$ cat config.mk
export PLATFORM = sky130hd
export DESIGN_NAME = uart_cmd_receiver
export DESIGN_NICKNAME = d
export VERILOG_FILES = /design/src/rtl/uart_cmd_pkg.sv /design/src/rtl/uart_rx_byte.sv /design/src/rtl/uart_cmd_receiver.sv
export SDC_FILE = /design/constraint.sdc
export NUM_CORES = 1
export LEC_CHECK = 0
export ABC_AREA = 1
export BUFFER_PORTS_ARGS = -buffer_cell sky130_fd_sc_hd__buf_2
export CORE_ASPECT_RATIO = 0.8
export CORE_MARGIN = 5
export CORE_UTILIZATION = 54
export CTS_CLUSTER_DIAMETER = 30
export DETAILED_ROUTE_END_ITERATION = 16
export PLACE_DENSITY = 0.73
export SLEW_MARGIN = 20
export SYNTH_ARGS = -nofsm -noshare
export SYNTH_HDL_FRONTEND = slang
export SYNTH_HIERARCHICAL = 1
export SYNTH_SLANG_ARGS = --single-unit
$ cat constraint.sdc
create_clock -name clk -period 4.22 [get_ports clk]
set_input_delay 0.844 -clock clk [delete_from_list [all_inputs] [get_ports clk]]
set_output_delay 0.844 -clock clk [all_outputs]
set_load 0.005 [all_outputs]
$ cat src/rtl/uart_cmd_pkg.sv
// Shared encoding for the UART drive-command link: command codes, ASCII framing
// constants and the baud divider helper used by both ends of the link.
package uart_cmd_pkg;

    typedef enum logic [2:0] {
        CmdStop  = 3'd0,
        CmdFwd   = 3'd1,
        CmdBack  = 3'd2,
        CmdLeft  = 3'd3,
        CmdRight = 3'd4
    } cmd_e;

    localparam logic [7:0] ASCII_S    = 8'h53;
    localparam logic [7:0] ASCII_F    = 8'h46;
    localparam logic [7:0] ASCII_B    = 8'h42;
    localparam logic [7:0] ASCII_L    = 8'h4C;
    localparam logic [7:0] ASCII_R    = 8'h52;
    localparam logic [7:0] ASCII_ZERO = 8'h30;

    function automatic int unsigned clks_per_bit(input int unsigned clk_freq,
                                                 input int unsigned baud);
        return clk_freq / baud;
    endfunction

endpackage

$ cat src/rtl/uart_rx_byte.sv
// 8N1 byte receiver: two-flop line synchronizer, mid-bit sampling FSM, one-cycle
// byte_valid / frame_error pulses registered one cycle after the stop-bit sample.
module uart_rx_byte
    import uart_cmd_pkg::*;
#(
    parameter int unsigned CLK_FREQ = 50_000_000,
    parameter int unsigned BAUD     = 115200
) (
    input  logic       clk,
    input  logic       reset_n,
    input  logic       uart_in,
    output logic [7:0] byte_data,
    output logic       byte_valid,
    output logic       frame_error
);

    localparam int unsigned ClksPerBit = clks_per_bit(CLK_FREQ, BAUD);
    localparam int unsigned HalfBit    = ClksPerBit / 2;
    localparam int unsigned CntW       = $clog2(ClksPerBit + 1);

    typedef enum logic [1:0] {StIdle, StStart, StData, StStop} rx_state_e;

    rx_state_e       state_q, state_d;
    logic            sync1_q, sync2_q;
    logic [CntW-1:0] clk_cnt_q;
    logic [2:0]      bit_cnt_q;
    logic [7:0]      shift_q;
    logic            byte_valid_q, byte_valid_d;
    logic            frame_error_q, frame_error_d;
    logic            rx, half_tick, bit_tick;

    assign rx        = sync2_q;
    assign half_tick = (clk_cnt_q == CntW'(HalfBit - 1));
    assign bit_tick  = (clk_cnt_q == CntW'(ClksPerBit - 1));

    always_ff @(posedge clk or negedge reset_n) begin
        if (!reset_n) begin
            state_q <= StIdle;
        end else begin
            state_q <= state_d;
        end
    end

    always_comb begin
        state_d = state_q;
        unique case (state_q)
            StIdle:  if (!rx) state_d = StStart;
            StStart: if (half_tick) state_d = rx ? StIdle : StData;
            StData:  if (bit_tick && bit_cnt_q == 3'd7) state_d = StStop;
            StStop:  if (bit_tick) state_d = StIdle;
            default: state_d = StIdle;
        endcase
    end

    always_comb begin
        byte_valid_d  = (state_q == StStop) && bit_tick && rx;
        frame_error_d = (state_q == StStop) && bit_tick && !rx;
    end

    always_ff @(posedge clk or negedge reset_n) begin
        if (!reset_n) begin
            sync1_q       <= 1'b1;
            sync2_q       <= 1'b1;
            clk_cnt_q     <= '0;
            bit_cnt_q     <= '0;
            shift_q       <= '0;
            byte_valid_q  <= 1'b0;
            frame_error_q <= 1'b0;
        end else begin
            sync1_q       <= uart_in;
            sync2_q       <= sync1_q;
            byte_valid_q  <= byte_valid_d;
            frame_error_q <= frame_error_d;
            unique case (state_q)
                StIdle: begin
                    clk_cnt_q <= '0;
                    bit_cnt_q <= '0;
                end
                StStart: clk_cnt_q <= half_tick ? '0 : clk_cnt_q + CntW'(1);
                StData: begin
                    if (bit_tick) begin
                        clk_cnt_q <= '0;
                        shift_q   <= {rx, shift_q[7:1]};
                        bit_cnt_q <= bit_cnt_q + 3'd1;
                    end else begin
                        clk_cnt_q <= clk_cnt_q + CntW'(1);
                    end
                end
                StStop:  clk_cnt_q <= bit_tick ? '0 : clk_cnt_q + CntW'(1);
                default: clk_cnt_q <= '0;
            endcase
        end
    end

    assign byte_data   = shift_q;
    assign byte_valid  = byte_valid_q;
    assign frame_error = frame_error_q;

endmodule

$ cat src/rtl/uart_cmd_receiver.sv
// Base-side drive command receiver: UART bytes -> two-byte ASCII packet parser ->
// held command/multiplier presented over a valid/ready handshake.
module uart_cmd_receiver
    import uart_cmd_pkg::*;
#(
    parameter int unsigned CLK_FREQ = 50_000_000,
    parameter int unsigned BAUD     = 115200
) (
    input  logic       clk,
    input  logic       reset_n,
    input  logic       uart_in,
    output logic [2:0] command,
    output logic [2:0] multiplier,
    output logic       cmd_valid,
    input  logic       cmd_ready,
    output logic       frame_error,
    output logic       bad_packet,
    output logic       overrun
);

    typedef enum logic [0:0] {StWaitCmd, StWaitMult} parse_state_e;

    logic [7:0]   rx_data;
    logic         rx_valid, rx_frame_error;
    parse_state_e state_q, state_d;
    cmd_e         cmd_latch_q, letter_code;
    logic         is_letter, is_digit;
    logic         pkt_done, bad_d;
    logic [2:0]   command_q, multiplier_q;
    logic         cmd_valid_q, bad_packet_q, overrun_q;

    uart_rx_byte #(
        .CLK_FREQ (CLK_FREQ),
        .BAUD     (BAUD)
    ) u_rx (
        .clk         (clk),
        .reset_n     (reset_n),
        .uart_in     (uart_in),
        .byte_data   (rx_data),
        .byte_valid  (rx_valid),
        .frame_error (rx_frame_error)
    );

    always_comb begin
        is_letter   = 1'b1;
        letter_code = CmdStop;
        case (rx_data)
            ASCII_S: letter_code = CmdStop;
            ASCII_F: letter_code = CmdFwd;
            ASCII_B: letter_code = CmdBack;
            ASCII_L: letter_code = CmdLeft;
            ASCII_R: letter_code = CmdRight;
            default: is_letter = 1'b0;
        endcase
    end

    assign is_digit = ((rx_data & 8'hF8) == ASCII_ZERO);

    always_ff @(posedge clk or negedge reset_n) begin
        if (!reset_n) begin
            state_q     <= StWaitCmd;
            cmd_latch_q <= CmdStop;
        end else begin
            state_q <= state_d;
            if (state_q == StWaitCmd && rx_valid && is_letter) begin
                cmd_latch_q <= letter_code;
            end
        end
    end

    always_comb begin
        state_d = state_q;
        unique case (state_q)
            StWaitCmd:  if (rx_valid && is_letter) state_d = StWaitMult;
            // Any byte (good or bad) or a framing error ends the packet attempt.
            StWaitMult: if (rx_valid || rx_frame_error) state_d = StWaitCmd;
            default:    state_d = StWaitCmd;
        endcase
    end

    always_comb begin
        pkt_done = (state_q == StWaitMult) && rx_valid && is_digit;
        bad_d    = rx_valid && ((state_q == StWaitCmd) ? !is_letter : !is_digit);
    end

    always_ff @(posedge clk or negedge reset_n) begin
        if (!reset_n) begin
            command_q    <= '0;
            multiplier_q <= '0;
            cmd_valid_q  <= 1'b0;
            bad_packet_q <= 1'b0;
            overrun_q    <= 1'b0;
        end else begin
            bad_packet_q <= bad_d;
            overrun_q    <= 1'b0;
            if (pkt_done && (!cmd_valid_q || cmd_ready)) begin
                command_q    <= cmd_latch_q;
                multiplier_q <= rx_data[2:0];
                cmd_valid_q  <= 1'b1;
            end else if (pkt_done) begin
                overrun_q <= 1'b1;
            end else if (cmd_ready) begin
                cmd_valid_q <= 1'b0;
            end
        end
    end

    assign command     = command_q;
    assign multiplier  = multiplier_q;
    assign cmd_valid   = cmd_valid_q;
    assign frame_error = rx_frame_error;
    assign bad_packet  = bad_packet_q;
    assign overrun     = overrun_q;

endmodule

# == Yosys cells after proc, flatten, opt, wreduce, memory -nomap -nowiden ==
# Cells that the tools add are included.
# W data, S select, Z words.
# totals
out_inout_bits,10
latch_bits,0
ramBits,0
n_memories,0
mem_bits_ro,0
reg_bits,39
elab_cells,84
in_bits,4
# op_classes
eq_ne,18
order_cmp,0
n_addsub,2
n_reduce_logical,26
mux,22
n_mul,0
div_mod_pow,0
n_bitwise,1
shift,0
# op_table
cell,count
$eq A8 B7 Y1 const B,5
$pmux W9 S3,1
$mux W9,2
$pmux W3 S4,1
$logic_and A1 B1 Y1,11
$mux W2,5
$ne A2 B1 Y1 const B,5
$add A9 B1 Y9 const B,1
$eq A9 B8 Y1 const B,1
$eq A9 B9 Y1 const B,1
$mux W1,9
$pmux W2 S4,1
$pmux W3 S2,1
$reduce_and A2 Y1,3
$eq A5 B3 Y1 const B,1
$reduce_or A5 Y1,1
$eq A2 B2 Y1 const B,2
$logic_not A1 Y1,4
$reduce_and A4 Y1,1
$reduce_bool A2 Y1,2
$add A3 B1 Y3 const B,1
$eq A3 B3 Y1 const B,1
$mux W3,1
$eq A2 B1 Y1 const B,1
6 further kinds,7

# == Longest topological paths before layout ==
# Gate-level depths: netlist of run 1.
# logic_depth
depth_word,6
mapped_depth,10
ltp_nobuf,10

# == Hierarchy ==
# Netlist of run 1, hierarchy kept.
# by_module_without_submodules
mod,area_each_um2,cells_per_inst,seq_area_each_um2,n_inst
uart_rx_byte,1266.2,148,653.1,1
uart_cmd_receiver,661.9,85,325.3,1

# == Least setup slack after synthesis of run 1 ==
# No wires, ideal clock.
# synth_timing
path_type,input to register
start,input port cmd_ready
end,"register multiplier_q[1], in the netlist multiplier[1]"
path_buffers,0
t_arrival_ps,1247
setup_ps,121
setup_slack_ps,2852
path_stages,5
required_ps,4099
path_cell_list,inv_1 > nand2_1 > nand2_4 > nand2_1 > o21ai_1
# synth_between
elab_chain_cells,2
# synth_rtl
element,line_no,text
start: declaration,uart_cmd_receiver.sv:15,"input logic cmd_ready,"
$logic_or A1 B1 Y1,uart_cmd_receiver.sv:96,if (pkt_done && (!cmd_valid_q || cmd_ready)) begin
$logic_and A1 B1 Y1,uart_cmd_receiver.sv:96,
end signal: assignment,uart_cmd_receiver.sv:98,multiplier_q <= rx_data[2:0];
end: declaration,uart_cmd_receiver.sv:29,"logic [2:0] command_q, multiplier_q;"
# Every way passes these cells.
# A chain may end at the register's enable or synchronous reset.

# == Worst setup path after layout of run 1 ==
# layout_timing
start,"register command_q[2], in the netlist command[2]"
end,output port command[2]
# layout_rtl
element,line_no,text
start: declaration,uart_cmd_receiver.sv:29,
start signal: assignment,uart_cmd_receiver.sv:97,command_q <= cmd_latch_q;
end: declaration,uart_cmd_receiver.sv:12,"output logic [2:0] command,"
# No word-level cell between the ends.

==> impl_metrics.tcl, run 1 <==
set metrics [dict create \
    status "finished, final reports clean" \
    hold_path.class "register to register" \
    yosysTopAreaCell "dfrtp_1" \
    core-area_mm2 0.00345 \
    worstMarginPinSlew_ns 0.839 \
    grt_pass1_vias 1404 \
    htree_levels 2 \
    fin_nets 261 \
    seq_area_um2 978 \
    final_util 0.621 \
    ctsLongestPathBuffers 2 \
    cts_resized 0 \
    design.die.area_mm2 0.00487 \
    critPathLaunchType "register" \
    p_leak_uw 0.00117 \
    p_per_area_mw_per_mm2 307 \
    cap_violations 0 \
    fin_tns_setup_ns 0 \
    drive_above_1_share 0.162 \
    setup_ws_ns 2.58 \
    ir_drop_mv 0.205 \
    path_clk_slew_ns 0.07 \
    worstPathMaxFanout 2 \
    grt_max_degree 40 \
    final_cell_area_mm2 0.00214 \
    synth-seq-cells 39 \
    drc 0 \
    fmax_mhz 610 \
    rsz0062_at_grt "no" \
    routed_wirelength_um 3340 \
    syn_area_mm2 0.00193 \
    worstSkewPairLatency_ns 0.29 \
    antenna_found_initial 0 \
    synth_compound_area_frac 0.0526 \
    final_cell_mix "nand2_1 (70), dfrtp_1 (37), nor2_1 (32), inv_1 (25)" \
    dr_total_vias 1444 \
    grt_use_total 0.157 \
    synth_mux_area_frac 0 \
    crit_family "flip-flops" \
    post_drt_wl_per_cell_um 11.3 \
    grt.overflow.total 0 \
    finalCriticalPeriod_ns 1.64 \
    fin_crit_sh 0.389 \
    synth_cell_types 28 \
    antenna_left 0 \
    finalSetupViolations 0 \
    syn-num-nets 242 \
    finalHoldViolCount 0 \
    synth_area_per_cell_um2 8.28 \
    cp.arrival_ns 0.80 \
    cp.required_ns 3.38 \
    start_util 0.559 \
    slew_headroom 0.441 \
    grt_pass1_wl_um 6170 \
    hold_buffers 0 \
    clock_skew_ns 0.00355 \
    synthTopCellsByArea "dfrtp_1 (48%), nand2_1 (14%), nor2_1 (6.2%)" \
    synthCells 233 \
    viasPerCell 4.89 \
    diodes 0 \
    postPlaceCellArea_mm2 0.00204 \
    cts-root-buf "clkbuf_8" \
    path_cells "buf_2" \
    top_level_ports 14 \
    first_iter_violations 92 \
    cts_tree "done" \
    portBuffers 13 \
    crit_type "register to output port" \
    die_width_um 76.8 \
    cp_num_buf_inv 1 \
    numCtsBuffers 5 \
    gp_congestion 0.806 \
    area_growth_pct 11.0 \
    n_fill_cell 278 \
    yosys.area_share.adder 0.0324 \
    cts_setup_buffers 0 \
    dp_hpwl_um 2470 \
    yosys.area.top_type_share 0.480 \
    critPathMaxStageDelay_ns 0.38 \
    synth_xor_area_frac 0.0136 \
    multi_input_area_um2 843 \
    endpoint_kind "output port" \
    final_common_cell "nand2_1" \
    ys_seq_area_frac 0.507 \
    clkSinkCount 39 \
    synth_top_family_by_area "simple AND/OR/NAND/NOR gates" \
    dp_slack_ns 2.63 \
    yosysWarnings 6 \
    crit_slowest_cell "dfrtp_1" \
    first_pass_iters 4 \
    row_count 19 \
    synth-simple-area-share 0.339 \
    dieHeight_um 63.4 \
    drv_slew 0 \
]
-- through the flow --
step           hold slack, ns  std cells  power (uW)
2_1_floorplan           0.345        233         384
3_3_place_gp            0.347        287         393
3_5_place_dp            0.348        287         393
4_1_cts                 0.358        295         667
5_1_grt                 0.366        295         682
6_report                0.358        295         658
-- kinds of logic after synthesis --
group / after synthesis
adders and majority gates: 5
xor gates and xnor gates: 3
and+or+nand+nor: 138
buffers and inverters: 28
DFF: 39
AOI/OAI and AO/OA: 20
-- state kept, by name, summed over array words and instances (netlist names), named ones only --
signal            flops
u_rx/clk_cnt_q        9
u_rx/byte_data        8
cmd_latch_q           3
command               3
multiplier            3
u_rx/bit_cnt_q        3
bad_packet            1
cmd_valid             1
overrun               1
state_q               1
u_rx/byte_valid       1
u_rx/frame_error      1
u_rx/rx               1
u_rx/state_q          1
u_rx/sync1_q          1
-- final cells by class --
class,count,share of cell area
Sequential cell,39,0.457
Multi-Input combinational cell,166,0.394
Inverter,27,0.0473
Clock buffer,8,0.0468
Timing Repair Buffer,13,0.0304
Tap cell,42,0.0245
-- cells in the mapped netlist --
master   instances
inv_1           25
nand3_1         12
o21ai_1          5
a31oi_1          1
dfstp_2          2
or2_2            1
a21oi_1          1
nand3_2          2
nor3_2           1
xor2_1           2
nor2_2           2
nor2_4           2
o21ai_0         13
nand2_4          1
nand4_1          2
nand2_1         70
nor3_4           1
nand2_2          5
ha_1             5
nor2_8           1
nor4_1           1
dfrtp_1         37
xnor2_1          1
nand4_4          1
nor3_1           4
nor2_1          32
buf_2            1
inv_2            2
-- report_power, final --
| part | switching [uW] | leakage (uW) | internal, uW |
|---|---|---|---|
| Sequential | 0.940 | 0.000523 | 375 |
| Combinational | 7.43 | 0.000593 | 1.27 |
| Clock | 124 | 0.0000515 | 149 |
| Total | 132 | 0.00117 | 526 |
-- worst paths after layout --
path | slack (ns) | start | endpoint | depth (start not counted)
setup / recovery | 2.58 | command[2] | command[2] | 1
hold / removal | 0.36 | u_rx/sync1_q | u_rx/rx | 0
setup reg to reg | 2.63 | u_rx/state_q[0] | register | 7
hold reg to reg | 0.36 | u_rx/sync1_q | u_rx/rx | 0
max in group asynchronous | 3.04 | reset_n | command[1] | 1
min in group asynchronous | 0.65 | reset_n | u_rx/bit_cnt_q[1] | 1
-- routing by layer --
metal	vias up	wire [um]	global-route usage	share of wire
met5	-	0	0	0
met4	0	57	0.0655	0.017
met3	5	119	0.0399	0.036
met2	17	1410	0.229	0.42
met1	654	1750	0.221	0.52
li1	768	-	-	-
Note: power is estimated with default switching activity, not from simulation.
==> run 2, diff against run 1 <==
ABC_AREA = 0   (was 1)
CORE_UTILIZATION = 53   (was 54)
PLACE_DENSITY = 0.74   (was 0.73)
clock period = 1.3 ns   (was 4.22 ns; I/O delays follow)
==> run 2 against run 1 <==
Highest routed layer unchanged; synthesized cell count decreased by 34%; largest power group unchanged; utilization increased by 19 points; critical path depth increased by 4; largest cell class is now multi-input gates; combinational power increased to 4.3 times the previous value; sequential cell count unchanged; global-route usage increased by 5.5 points; the flow now finishes with violations (negative setup slack).
==> impl_metrics.tcl, run 2 <==
set metrics [dict create \
    cap_violations 0 \
    yosys.area.top_type_share 0.490 \
    grt.overflow.total 0 \
    viasPerCell 5.73 \
    fin_crit_sh 1.22 \
    grt_max_degree 19 \
    drc 0 \
    final_cell_area_mm2 0.00276 \
    finalCriticalPeriod_ns 1.58 \
    crit_family "simple AND/OR/NAND/NOR gates" \
    first_pass_iters 4 \
    dp_hpwl_um 3170 \
    p_leak_uw 0.00132 \
    fin_nets 235 \
    path_clk_slew_ns 0.07 \
    cp.required_ns 1.47 \
    grt_pass1_wl_um 8170 \
    cp_num_buf_inv 1 \
    top_level_ports 14 \
    start_util 0.552 \
    first_iter_violations 72 \
    dr_total_vias 1536 \
    post_drt_wl_per_cell_um 18.2 \
    crit_slowest_cell "dfrtp_1" \
    final_common_cell "buf_4" \
    synth_cell_types 47 \
    cts-root-buf "clkbuf_8" \
    critPathMaxStageDelay_ns 0.41 \
    slew_headroom 0.741 \
    finalSetupViolations 35 \
    antenna_left 0 \
    core-area_mm2 0.00342 \
    critPathLaunchType "register" \
    row_count 19 \
    routed_wirelength_um 4870 \
    antenna_found_initial 0 \
    hold_path.class "input port to register" \
    regMostFlops "u_rx/clk_cnt_q" \
    worstMarginPinSlew_ns 0.389 \
    postPlaceCellArea_mm2 0.00229 \
    die_width_um 76.7 \
    synthTopCellsByArea "dfrtp_1 (49%), mux2_2 (4.8%), mux2_1 (3.6%)" \
    endpoint_kind "register" \
    grt_pass1_vias 1711 \
    area_growth_pct 46.3 \
    synth-seq-cells 39 \
    ys.flop_type "dfrtp_1" \
    p_per_area_mw_per_mm2 804 \
    design.die.area_mm2 0.00486 \
    synth_area_per_cell_um2 12.3 \
    drv_slew 0 \
    cts_tree "done" \
    worstPathMaxFanout 6 \
    synth_commonest_cells "dfrtp_1 (37), nand2_1 (10), mux2_2 (8)" \
    path_cells "nor4b_4 -> nand4_1 -> nor2b_1 -> buf_4 -> mux2_1" \
    rsz0062_at_grt "yes" \
    setup_ws_ns -0.285 \
    yosysTopAreaCell "dfrtp_1" \
    ctsLongestPathBuffers 2 \
    final_cell_mix "buf_4 (46), dfrtp_1 (36), buf_2 (13), buf_6 (9), nand2_1 (8)" \
    syn-num-nets 163 \
    grt_use_total 0.212 \
    yosysWarnings 6 \
    drive_above_1_share 0.571 \
    portBuffers 13 \
    violations "negative setup slack" \
    gp_congestion 0.820 \
    clkSinkCount 39 \
    ir_drop_mv 0.831 \
    syn_area_mm2 0.00189 \
    synth-edff-count 0 \
    largest_reg_flops 9 \
    crit_type "register to register" \
    finalHoldViolCount 0 \
    fmax_mhz 631 \
    synthCells 154 \
    worstSkewPairLatency_ns 0.28 \
    dieHeight_um 63.4 \
    clock_skew_ns 0.00342 \
    cp.arrival_ns 1.75 \
    yosysMostFrequentCell "dfrtp_1" \
    status "complete, but fails checks" \
    total_power_uw 2220 \
    diodes 0 \
    htree_levels 2 \
    async_flop_share 1.00 \
    ys_seq_area_frac 0.518 \
    numCtsBuffers 5 \
]
[run 2: worst register-to-register path, stage by stage (launching register included)]
cell	delay, ns
dfrtp_1	0.41
nor4b_4	0.30
nand4_1	0.15
nor2b_1	0.13
buf_4	0.17
mux2_1	0.33
[run 2: layout make-up]
type	count	area, um2
clock buffers	6	72.6
flip-flops and latches	39	980
multi-input cells	107	1090
repair buffers	69	522
well taps	42	52.6
fillers	187	662
inverters	4	15.0
clock inverters	1	30.0
[run 2: path summary, 6_finish.rpt]
path                       depth (start not counted)                end              start  slack (ns)
min reg2reg                                        0            u_rx/rx       u_rx/sync1_q        0.36
max                                                5         command[2]  u_rx/byte_data[7]       -0.28
min                                                1       u_rx/sync1_q            uart_in        0.07
max in group asynchronous                          3  u_rx/clk_cnt_q[5]            reset_n        0.38
max reg2reg                                        5         command[2]  u_rx/byte_data[7]       -0.28
min in group asynchronous                          2  u_rx/byte_data[2]            reset_n        0.43
[run 2: what timing repair did]
item / in CTS / in global routing
setup buffers: 12 / 8
gates resized for setup: 36 / 19
pin swaps: 17 / 9
endpoints found under the setup margin: 34 / 37
gates cloned: 0 / 0
hold buffers: 1 / 0
endpoints found under the hold margin: 14 / 0
[run 2: cells by family after synthesis]
kind of cell	after synthesis	synth area share
fa+ha+maj	5	0.0331
xor+xnor	4	0.0186
simple gates	54	0.203
buf+inv	8	0.0219
flops	39	0.518
compound gates	30	0.121
mux	14	0.0835
[run 2: metrics by stage]
step / setup WS [ns] / instances / TNS [ns] / hold slack (ns) / util
2_1_floorplan: -0.247 / 154 / -3.75 / -0.0356 / -
3_3_place_gp: -0.239 / 247 / -5.14 / 0.204 / 0.670
3_5_place_dp: -0.306 / 247 / -6.49 / 0.210 / 0.670
4_1_cts: -0.288 / 267 / -6.90 / 0.0638 / 0.782
5_1_grt: -0.367 / 268 / -9.35 / 0.0555 / 0.807
6_report: -0.285 / 268 / -7.19 / 0.0715 / 0.807
[run 2: per-layer routing]
layer	wire length [um]	share of wire	GRT usage
met5	0	0	0
met1	2060	0.42	0.239
met3	203	0.042	0.0570
met4	70	0.014	0.0808
met2	2530	0.52	0.380
[run 2: power breakdown]
part	total [uW]	internal, uW	switching (uW)
sequential	1220	1220	2.66
combinational	37.0	10.6	26.4
clock	962	562	400
total	2220	1790	429
==> run 3, diff against run 2 <==
clock period = 1.4 ns   (was 1.3 ns; I/O delays follow)
==> run 3 against run 2 <==
The flow still finishes with violations (negative setup slack); maximum frequency about the same; clock skew up 0.0048 ns; wire length down 10%; cell count down 5.6%; worst hold slack better by 0.020 ns; critical path depth unchanged; sequential share of layout area up 2.2 points; utilization down 4.7 points; combinational power down 4%; design area down 5.8%; clock power down 1%; largest cell class unchanged; highest routed layer unchanged.
==> impl_metrics.tcl, run 3 (same netlist as run 2, synthesis figures left out) <==
set metrics [dict create \
    status "complete, but fails checks" \
    violations "negative setup slack" \
    p_per_area_mw_per_mm2 815 \
    cp.arrival_ns 1.76 \
    ir_drop_mv 0.961 \
    crit_type "register to register" \
    area_growth_pct 37.8 \
    fin_crit_sh 1.13 \
    rsz0062_at_grt "yes" \
    grt.overflow.total 0 \
    dieHeight_um 63.4 \
    largest_reg_flops 9 \
    regMostFlops "u_rx/clk_cnt_q" \
    drive_above_1_share 0.526 \
    endpoint_kind "register" \
    core-area_mm2 0.00342 \
    drc 0 \
    hold_path.class "input port to register" \
    grt_use_total 0.187 \
    dp_hpwl_um 2920 \
    routed_wirelength_um 4370 \
    viasPerCell 5.83 \
    fin_tns_setup_ns -3.58 \
    grt_pass1_vias 1539 \
    setup_ws_ns -0.184 \
    diodes 0 \
    finalCriticalPeriod_ns 1.58 \
    worstMarginPinSlew_ns 0.375 \
    cts-root-buf "clkbuf_8" \
    worstSkewPairLatency_ns 0.29 \
    dp_slack_ns -0.234 \
    clock_skew_ns 0.00822 \
    grt_max_degree 25 \
    htree_levels 2 \
    final_cell_mix "dfrtp_1 (36), buf_4 (35), buf_2 (13), nand2_1 (9)" \
    dr_total_vias 1475 \
    first_pass_iters 4 \
    final_common_cell "dfrtp_1" \
    antenna_left 0 \
    first_iter_violations 88 \
    finalSetupViolations 30 \
    total_power_uw 2120 \
    top_level_ports 14 \
    p_leak_uw 0.00124 \
    fmax_mhz 631 \
    finalHoldViolCount 0 \
    die_width_um 76.7 \
    cp.required_ns 1.58 \
    start_util 0.552 \
    antenna_found_initial 0 \
    cts_tree "done" \
    path_clk_slew_ns 0.08 \
    row_count 19 \
    design.die.area_mm2 0.00486 \
    worstPathMaxFanout 6 \
    portBuffers 13 \
    fin_nets 219 \
    clkSinkCount 39 \
    numCtsBuffers 5 \
    slew_headroom 0.750 \
    drv_slew 0 \
    ctsLongestPathBuffers 2 \
    gp_congestion 0.842 \
    cap_violations 0 \
    holdWs_ns 0.0911 \
    post_drt_wl_per_cell_um 17.3 \
    critPathLaunchType "register" \
    grt_pass1_wl_um 7240 \
]
==> run 3: changes by cell type in the layout (fill, tap and decap cells not counted), moves of 2 or more <==
cell and change:
buf_6 -6, nor3_2 -2, buf_4 -11, ha_4 -2
mux2_1 -5, nor3_1 +2, mux2_4 +5
==> run 3: cell type report <==
class,count,area (um2)
multi-input combinational,107,1040
fill,212,822
tap,42,52.6
clock buffer,6,82.6
clock inverter,2,35.0
inverter,4,15.0
sequential,39,980
timing repair buffer,53,392
==> run 3: timing repair <==
item                                   CTS  global route
resized for setup                       30            14
endpoints found under the hold margin   13             0
setup endpoints to repair               32            34
hold buffers                             1             0
pin swaps                                7             8
setup buffers                            4             5
==> run 3: path summary, 6_finish.rpt <==
path,startpoint,to,slack [ns],depth (start not counted)
setup reg to reg,u_rx/byte_data[7],command[2],-0.18,5
setup / recovery,u_rx/byte_data[7],command[2],-0.18,5
max in group asynchronous,reset_n,bad_packet,0.52,3
min in group asynchronous,reset_n,u_rx/state_q[0],0.44,2
hold / removal,uart_in,u_rx/sync1_q,0.09,1
hold reg to reg,u_rx/sync1_q,u_rx/rx,0.36,0
==> run 3: metrics by stage <==
stage / util / area [um2] / std cells
final: 0.760 / 2600 / 253
after detailed placement: 0.654 / 2240 / 238
after global routing: 0.760 / 2600 / 253
after floorplan: - / 1890 / 154
after global placement: 0.654 / 2240 / 238
after CTS: 0.739 / 2530 / 251
==> run 3: critical path: stages, from the launching register on <==
cell,delay [ns]
dfrtp_1,0.41
nor4b_4,0.30
nand4_1,0.15
nor2b_1,0.14
buf_4,0.18
mux2_4,0.31
==> run 3: layer usage <==
layer  vias to the layer above  GRT usage  share of wire
li1                        689          -              -
met3                        10     0.0556          0.036
met2                        31      0.292           0.48
met4                         0     0.0961          0.019
met5                         -          0              0
met1                       745      0.234           0.46
==> run 3: power by group <==
group	switching [uW]	leakage, uW	internal [uW]
logic	23.8	0.000658	11.7
clock network	374	0.0000612	576
registers	2.53	0.000522	1130
